**config.mk**
```make
export PLATFORM = sky130hd
export DESIGN_NAME = smi_stream_ctrl
export DESIGN_NICKNAME = d
export VERILOG_FILES = /design/src/rtl/smi_stream_ctrl.sv
export SDC_FILE = /design/constraint.sdc
export NUM_CORES = 1
export LEC_CHECK = 0
export BUFFER_PORTS_ARGS = -buffer_cell sky130_fd_sc_hd__buf_2
export CAP_MARGIN = 20
export CELL_PAD_IN_SITES_DETAIL_PLACEMENT = 1
export CELL_PAD_IN_SITES_GLOBAL_PLACEMENT = 2
export CORE_AREA = 3 3 112 114
export CTS_CLUSTER_SIZE = 24
export DETAILED_ROUTE_END_ITERATION = 16
export DIE_AREA = 0 0 115 117
export PLACE_DENSITY_LB_ADDON = 0.1
export SYNTH_ARGS = -nofsm -noshare
export SYNTH_HDL_FRONTEND = slang
export SYNTH_SLANG_ARGS = --single-unit
```
**constraint.sdc**
```tcl
create_clock -name i_sys_clk -period 1.95 [get_ports i_sys_clk]
set_clock_uncertainty 0.1 [all_clocks]
set_input_delay 0 -clock i_sys_clk [delete_from_list [all_inputs] [get_ports i_sys_clk]]
set_output_delay 0 -clock i_sys_clk [all_outputs]
set_load 0.005 [all_outputs]
```
**src/rtl/smi_stream_ctrl.sv**
```systemverilog
// SMI stream controller: pops words from one of several source FIFOs and hands
// them out a byte at a time on SMI read strobes, with a small register bank for control.
module smi_stream_ctrl #(
    parameter int           NUM_CH         = 2,
    parameter int           WORD_W         = 32,
    parameter logic [7:0]   MODULE_VERSION = 8'h02
) (
    input  logic                     i_sys_clk,
    input  logic                     i_rst,
    input  logic [4:0]               i_ioc,
    input  logic [7:0]               i_data_in,
    output logic [7:0]               o_data_out,
    input  logic                     i_cs,
    input  logic                     i_fetch_cmd,
    input  logic                     i_load_cmd,
    output logic [NUM_CH-1:0]        o_fifo_pull,
    input  logic [NUM_CH*WORD_W-1:0] i_fifo_pulled_data,
    input  logic [NUM_CH-1:0]        i_fifo_empty,
    input  logic                     i_smi_rd,
    output logic [7:0]               o_smi_data,
    output logic                     o_smi_valid
);

    localparam int                NBYTES   = WORD_W / 8;
    localparam int                IDX_W    = (NBYTES > 1) ? $clog2(NBYTES) : 1;
    localparam logic [IDX_W-1:0]  LAST_IDX = IDX_W'(NBYTES - 1);
    localparam logic [1:0]        MAX_CH   = 2'(NUM_CH - 1);

    typedef enum logic [1:0] {ST_IDLE, ST_PULL, ST_LOAD, ST_SHIFT} state_t;

    state_t             state_reg, state_next;
    logic [1:0]         chsel_reg;
    logic [1:0]         active_ch_reg;
    logic               en_reg;
    logic               msb_first_reg;
    logic               msb_word_reg;
    logic               sticky_reg;
    logic [7:0]         urcnt_reg;
    logic [7:0]         data_out_reg;
    logic [7:0]         smi_data_reg;
    logic               smi_valid_reg;
    logic [WORD_W-1:0]  word_reg;
    logic [IDX_W-1:0]   idx_reg;

    logic [3:0]         empty_pad;
    logic [WORD_W-1:0]  ch_word [4];
    logic [6:0]         status_low;
    logic [7:0]         rd_value;
    logic [7:0]         cur_byte;
    logic               reg_wr;
    logic               reg_rd;
    logic               w1c_clear;
    logic               underrun;
    logic               byte_take;
    logic               unused_data_bits;

    // Channel views padded out to the 2-bit CHSEL range; absent channels read as empty.
    generate
        for (genvar gi = 0; gi < 4; gi++) begin : g_ch
            if (gi < NUM_CH) begin : g_present
                assign empty_pad[gi] = i_fifo_empty[gi];
                assign ch_word[gi]   = i_fifo_pulled_data[gi*WORD_W +: WORD_W];
            end else begin : g_absent
                assign empty_pad[gi] = 1'b1;
                assign ch_word[gi]   = '0;
            end
        end
        for (genvar gi = 0; gi < 7; gi++) begin : g_status
            if (gi < NUM_CH) begin : g_bit
                assign status_low[gi] = i_fifo_empty[gi];
            end else begin : g_zero
                assign status_low[gi] = 1'b0;
            end
        end
        for (genvar gi = 0; gi < NUM_CH; gi++) begin : g_pull
            assign o_fifo_pull[gi] = (state_reg == ST_PULL) && (active_ch_reg == 2'(gi));
        end
    endgenerate

    assign reg_wr           = i_cs & i_load_cmd;
    assign reg_rd           = i_cs & i_fetch_cmd;
    assign w1c_clear        = reg_wr && (i_ioc == 5'h03) && i_data_in[7];
    assign underrun         = i_smi_rd && (state_reg != ST_SHIFT);
    assign byte_take        = i_smi_rd && (state_reg == ST_SHIFT);
    assign cur_byte         = msb_word_reg ? word_reg[WORD_W-1 -: 8] : word_reg[7:0];
    assign unused_data_bits = ^i_data_in[6:2];

    assign o_data_out  = data_out_reg;
    assign o_smi_data  = smi_data_reg;
    assign o_smi_valid = smi_valid_reg;

    always_comb begin
        rd_value = 8'h00;
        case (i_ioc)
            5'h00:   rd_value = MODULE_VERSION;
            5'h01:   rd_value = {6'b0, chsel_reg};
            5'h02:   rd_value = {6'b0, msb_first_reg, en_reg};
            5'h03:   rd_value = {sticky_reg, status_low};
            5'h04:   rd_value = urcnt_reg;
            default: rd_value = 8'h00;
        endcase
    end

    always_comb begin
        state_next = state_reg;
        case (state_reg)
            ST_IDLE:  if (en_reg && !empty_pad[chsel_reg]) state_next = ST_PULL;
            ST_PULL:  state_next = en_reg ? ST_LOAD : ST_IDLE;
            ST_LOAD:  state_next = en_reg ? ST_SHIFT : ST_IDLE;
            ST_SHIFT: begin
                if (!en_reg)
                    state_next = ST_IDLE;
                else if (byte_take && (idx_reg == LAST_IDX))
                    state_next = ST_IDLE;
            end
            default:  state_next = ST_IDLE;
        endcase
    end

    always_ff @(posedge i_sys_clk) begin
        if (i_rst) begin
            state_reg     <= ST_IDLE;
            chsel_reg     <= 2'd0;
            active_ch_reg <= 2'd0;
            en_reg        <= 1'b0;
            msb_first_reg <= 1'b0;
            msb_word_reg  <= 1'b0;
            sticky_reg    <= 1'b0;
            urcnt_reg     <= 8'h00;
            data_out_reg  <= 8'h00;
            smi_data_reg  <= 8'h00;
            smi_valid_reg <= 1'b0;
            word_reg      <= '0;
            idx_reg       <= '0;
        end else begin
            state_reg <= state_next;

            if (reg_rd)
                data_out_reg <= rd_value;
            else if (!i_cs)
                data_out_reg <= 8'h00;

            if (reg_wr) begin
                case (i_ioc)
                    5'h01: chsel_reg <= (i_data_in[1:0] > MAX_CH) ? MAX_CH : i_data_in[1:0];
                    5'h02: begin
                        en_reg        <= i_data_in[0];
                        msb_first_reg <= i_data_in[1];
                    end
                    default: ;
                endcase
            end

            // An underrun in the same cycle as the W1C wins and restarts the count at 1.
            if (underrun) begin
                sticky_reg <= 1'b1;
                if (w1c_clear)
                    urcnt_reg <= 8'h01;
                else if (urcnt_reg != 8'hFF)
                    urcnt_reg <= urcnt_reg + 8'h01;
            end else if (w1c_clear) begin
                sticky_reg <= 1'b0;
                urcnt_reg  <= 8'h00;
            end

            smi_valid_reg <= i_smi_rd;
            if (byte_take) begin
                smi_data_reg <= cur_byte;
                word_reg     <= msb_word_reg ? (word_reg << 8) : (word_reg >> 8);
                idx_reg      <= idx_reg + 1'b1;
            end else if (underrun) begin
                smi_data_reg <= 8'h00;
            end

            if ((state_reg == ST_IDLE) && (state_next == ST_PULL))
                active_ch_reg <= chsel_reg;

            // FIFO data is valid the cycle after the pop, which is the LOAD cycle.
            if (state_reg == ST_LOAD) begin
                word_reg     <= ch_word[active_ch_reg];
                idx_reg      <= '0;
                msb_word_reg <= msb_first_reg;
            end
        end
    end

endmodule

```
== Word level (Yosys, flattened, before mapping) ==
Cells that the tools add are included.
Word-level totals
  register bits after elaboration: 69
  logic and storage cells: 82
  output and inout bits: 19
Cells by class
  multiplexer cells: 27
  bitwise gates (word level): 3
  $add $sub $neg: 2
  eq/ne operators: 13
  magnitude comparators: 3
  reduce and logical (&&, ||, !) cells: 21
Operator list (number)
  2-to-1 mux 32 bit: 5
  2-to-1 mux 8 bit: 9
  binary-select mux 32 bit (select 2 bit): 1
  one-hot mux 8 bit (5 select lines): 1
  2-to-1 mux 2 bit: 6
  equality test 5 x 2 -> 1 bit (second input constant): 2
  logical AND 1 bit: 9
  adder 8 x 1 -> 8 bit (second input constant): 1
  inequality test 8 bit (second input constant): 1
  one-hot mux 2 bit (4 select lines): 1
  nonzero test 2 bit: 4
  equality test 2 x 1 -> 1 bit (second input constant): 3
  equality test 2 bit (second input constant): 3
  AND reduction 2 bit: 3
  equality test 5 x 1 -> 1 bit (second input constant): 1
  equality test 5 x 3 -> 1 bit (second input constant): 1
  zero test 5 bit: 1
  zero test 2 bit: 2
  greater-or-equal comparator 3 bit (second input constant): 1
  < comparator 2 x 3 -> 1 bit (second input constant): 1
  2-to-1 mux 1 bit: 3
  inverter 2 -> 3 bit: 1
  adder 2 x 1 -> 2 bit (second input constant): 1
  bitwise AND 1 bit: 2
  other kinds (6): 6

== Logic depth before layout (Yosys ltp) ==
  word-level depth: 8
  depth in mapped cells: 7
  gate-level depth less buffers: 5

== Worst setup path after synthesis ==
No wires, ideal clock.
  kind: reg2reg
  from: register active_ch_reg[0]
  to: register word_reg[25]
  period minus slack after synthesis: 1.542 ns
  data arrival time: 1.315 ns
  cell stages (with the launch flop): 6
  slack: 0.408 ns
  path buffers: 2
  cell sequence: dfxtp_1 -> buf_4 -> buf_2 -> mux2_2 -> a222oi_1 -> nor2_1
Between the ends
  cells in the longest elaborated chain, start to end: 5
Ends and longest elaborated chain
  start, declared: line 33  | logic [1:0] active_ch_reg;
  start signal, assigned: line 176  | active_ch_reg <= chsel_reg;
  inverter 2 -> 3 bit (implied by the code): line 180  | word_reg <= ch_word[active_ch_reg];
  binary-select mux 32 bit (select 2 bit): line 180
  2-to-1 mux 32 bit (implied by the code) (2 in a row): line 180
  2-to-1 mux 32 bit: line 179  | if (state_reg == ST_LOAD) begin
  end signal, assigned: line 169  | word_reg <= msb_word_reg ? (word_reg << 8) : (word_reg >> 8);
  end signal, assigned: line 180
  end, declared: line 42  | logic [WORD_W-1:0] word_reg;
Every way passes these cells. The select of a mux whose other input is x is not followed.
A chain may end at the register's enable or synchronous reset.

== Final worst setup path ==
  from: register active_ch_reg[0]
  to: register word_reg[22]
Same word-level chain as after synthesis.

==> results.txt <==
The flow ran to the end, but the final reports show violations. The checks that failed: hold timing. Dividing the synthesized area by the synthesized cell count gives 8.95 um^2.

Summed over all instances, the cell type with the most area after synthesis is dfxtp_1. The mux cell area share after synthesis is 0.181. The simple logic cell fraction of the synthesized area came out at 0.196.

The count of inserted antenna diode cells came out at 0. The die width came out at 115 um. The via count of the first global-routing pass came out at 3455.

The count of port buffers added during placement came out at 98. The TritonCTS clock tree is built. The maximum number of pins on one net before global-route repair is 51. The die area came out at 13500 um^2.

The count of pins on the block boundary is 104. The fmax is 557 MHz. The total DRC errors in the routed layout is 0.

The number of different library cells in the post-synthesis netlist is 49. Across all layers, the routed design uses 3517 vias. The clock net sink count is 69.

The total number of nets in the final design is 628. Across the VDD grid, the largest voltage drop is 0.359 mV. Setup repair after global routing left no endpoint under its margin.

The kind of cell with the highest combined delay along the critical path is buffers and inverters. After the first detailed-routing iteration, the DRC count stood at 219. The number of max-capacitance violations reported is 0. Of the cells placed in the final design, the portion with a size suffix greater than 1 is 0.284. The startpoint identified for the worst hold timing path is i_cs. The standard cell with the maximum stage delay on the critical path is dlygate4sd3_1. The number of buffers and inverters on the critical path came out at 2. After floorplanning, the core was sized to cover 11500 um^2. The Yosys step of the flow raised 0 warnings.

The remaining antenna violation count after routing came out at 0. Dividing total power by cell area gives a power density of 661 nW/um^2. The number of clock buffers added by TritonCTS is 9. The first-pass GRT wire length is 17700 um. Detailed placement finished with a half-perimeter wire length of 7360 um. The most critical setup path has its startpoint at active_ch_reg[0]$_SDFFE_PP0P_. The post-synthesis cell area came out at 3490 um^2. The highest fanout seen on the critical path is 9.

The kind of critical path is reg2reg. After synthesis, the largest family of logic cells by area is simple AND/OR/NAND/NOR gates. The vertical die dimension is 117 um. The worst register-to-register path begins at active_ch_reg[0]$_SDFFE_PP0P_. For this configuration, the core starts out at a cell density of 0.303. In this run the worst setup path terminates at word_reg[22]$_SDFFE_PP0P_. The final period demand of the worst path is 1.79 ns. The number of cell rows is 39. The count of pins over their slew limit was 0.

Traced cell by cell, the critical path runs through buf_12, mux2i_1, dlygate4sd3_1, o22ai_1, a21oi_1, nor2_1. Among all cell types in the netlist, the one instantiated most often is nor2_1. The register-to-register setup slack is 0.16 ns.

The filler cell count is 1361. The min-delay analysis places its worst path in the category in2reg. The area share of the leading cell type in the synthesized netlist came out at 0.396.

Counting buffers and inverters, the worst setup path is 6 cells deep. The transition time of the tightest slew-check pin is 0.785 ns. The largest stage delay on the critical path is 0.57 ns. The cell sitting at the root of the clock tree is a clkbuf_16. Sorting the synthesized cells by how often they occur yields 73 x nor2_1, 69 x dfxtp_1, 45 x mux2i_1. Sorting the synthesized cells by area gives the leading types as dfxtp_1 40%, mux2i_1 13%, nor2_1 7.9%. The worst setup path is captured at a register. At the end of routability-driven placement, the weighted congestion stood at 0.728. The share of synthesized area occupied by flip-flops and latches is 0.396. The endpoint of the worst-slack reg-to-reg timing path is word_reg[22]$_SDFFE_PP0P_. The synthesized netlist net count came out at 477. Yosys mapped a number of flops with a built-in enable equal to 0.

The clock transition time at the flip-flop clock pins of the worst setup and hold paths came out at 0.06 ns. The worst hold path passes through 3 cells. The kind of start point of the critical path is a register. The required time at the worst-slack endpoint came out at 2.06 ns.

The initial antenna violation count was 0. The post-detailed-route via-to-cell ratio is 5.10. The cell count of the worst reg-to-reg path is 6. Across every metal layer, demand over resource in global routing totals 0.168. The worst endpoint data arrival time came out at 1.90 ns.

The worst relative slew slack came out at 0.476. Relative to the synthesized area, the layout overhead comes to 44.2%. The first-pass detailed-route iteration total is 5.

The worst hold slack is -0.0112 ns. The total power is 3.33 mW. The complex-gate fraction of the synthesized area came out at 0.180. The register bit count reported by yosys is 69. The number of endpoints with negative hold slack in the final report came out at 6. The H-tree depth came out at 3. The register with the most flip-flops in the layout has 32 of them.

The area share of fa/ha/maj cells after synthesis is 0.00717. Setup violations remaining at the end of the flow were counted as 0. In the synthesized netlist the dominant register cell turns out to be dfxtp_1.

The xor-xnor portion of the synthesized cell area came out at 0. The leakage power is 1.99 nW. The source-to-sink clock delay at the later pin of the worst-skew pair is 0.34 ns.

Counting along the longest clock path gives a buffer depth of 2. The final cycle utilization of the critical path is 0.920. The final global-route overflow total is 0. The number of standard cells after synthesis is 390. The total negative setup slack is 0 ns. The final wirelength is 11500 um. The fraction of registers with async set/reset is 0. The average wire per cell in the routed design came out at 16.7 um.
## layer usage
layer	track usage	routed length (um)	vias up
met4	0.0352	87	0
met5	0	0	-
met3	0.0514	438	8
met2	0.275	5520	67
li1	-	-	1751
met1	0.219	5470	1691
## final cells by class
| cell class | count | area (um^2) | share of cell area |
|---|---|---|---|
| clock buffers | 11 | 243 | 0.0482 |
| clock inverters | 5 | 50.0 | 0.00994 |
| inverters | 4 | 15.0 | 0.00298 |
| multi-input cells | 292 | 1970 | 0.391 |
| flip-flops and latches | 69 | 1390 | 0.275 |
| well taps | 143 | 179 | 0.0355 |
| repair buffers | 165 | 1190 | 0.237 |
## placed cells by master (no fill, tap or decap), types with 4 or more instances in the layout
master         instances
dlygate4sd3_1         51
a211oi_1               5
nor2b_1               11
a222oi_1              14
mux2_2                16
nand4_1                8
dfxtp_1               68
o21ai_0                5
and3_1                 6
nor3b_1                4
o22ai_1               16
nor3_1                 5
buf_2                 98
nor2_1                73
buf_4                 11
a21oi_1               38
clkbuf_16             11
clkinv_2               4
nand2_1                7
mux2i_1               45
## repair_timing
item / CTS / global route
hold buffers: 51 / 0
gates resized for setup: 0 / 1
buffers inserted: 0 / 7
endpoints found under the setup margin: 0 / 6
endpoints found under the hold margin: 36 / 0
## worst min-delay path by stage
stage / slack (ns) / to
final: -0.01 / o_data_out[6]$_SDFFE_PP0P_
after detailed placement: 0.15 / sticky_reg$_SDFFE_PP0P_
after global placement: 0.15 / en_reg$_SDFFE_PP0P_
after CTS: 0.0001 / word_reg[18]$_SDFFE_PP0P_
after floorplan: 0.04 / en_reg$_SDFFE_PP0P_
after global routing: 0.01 / word_reg[4]$_SDFFE_PP0P_
## through the flow
stage,cell area (um^2),std cells,setup WS (ns),util
6_report,5030,689,0.156,0.437
5_1_grt,5030,689,0.0337,0.437
4_1_cts,4930,680,0.0548,0.428
3_5_place_dp,4130,613,0.154,0.358
3_3_place_gp,4130,613,0.225,0.358
2_1_floorplan,3490,390,0.408,-
## cells by family (layout without fill, tap and decap cells)
group / count (synthesis) / count (layout)
adders and majority gates: 2 / 2
muxes: 61 / 61
buffers and inverters: 29 / 185
AOI/OAI and AO/OA: 93 / 93
and+or+nand+nor: 136 / 136
DFF: 69 / 69
## report_power, final
part           switching (mW)  internal [mW]  total (mW)
logic                   0.109          0.163       0.272
clock network           0.616           1.02        1.63
registers             0.00798           1.42        1.42
total                   0.733           2.59        3.33
## worst min-delay path, cell delays in order
cell	delay (ns)
buf_2	0.09
nand2_1	0.17
nor2_1	0.14
(Power assumes the default switching activity.)
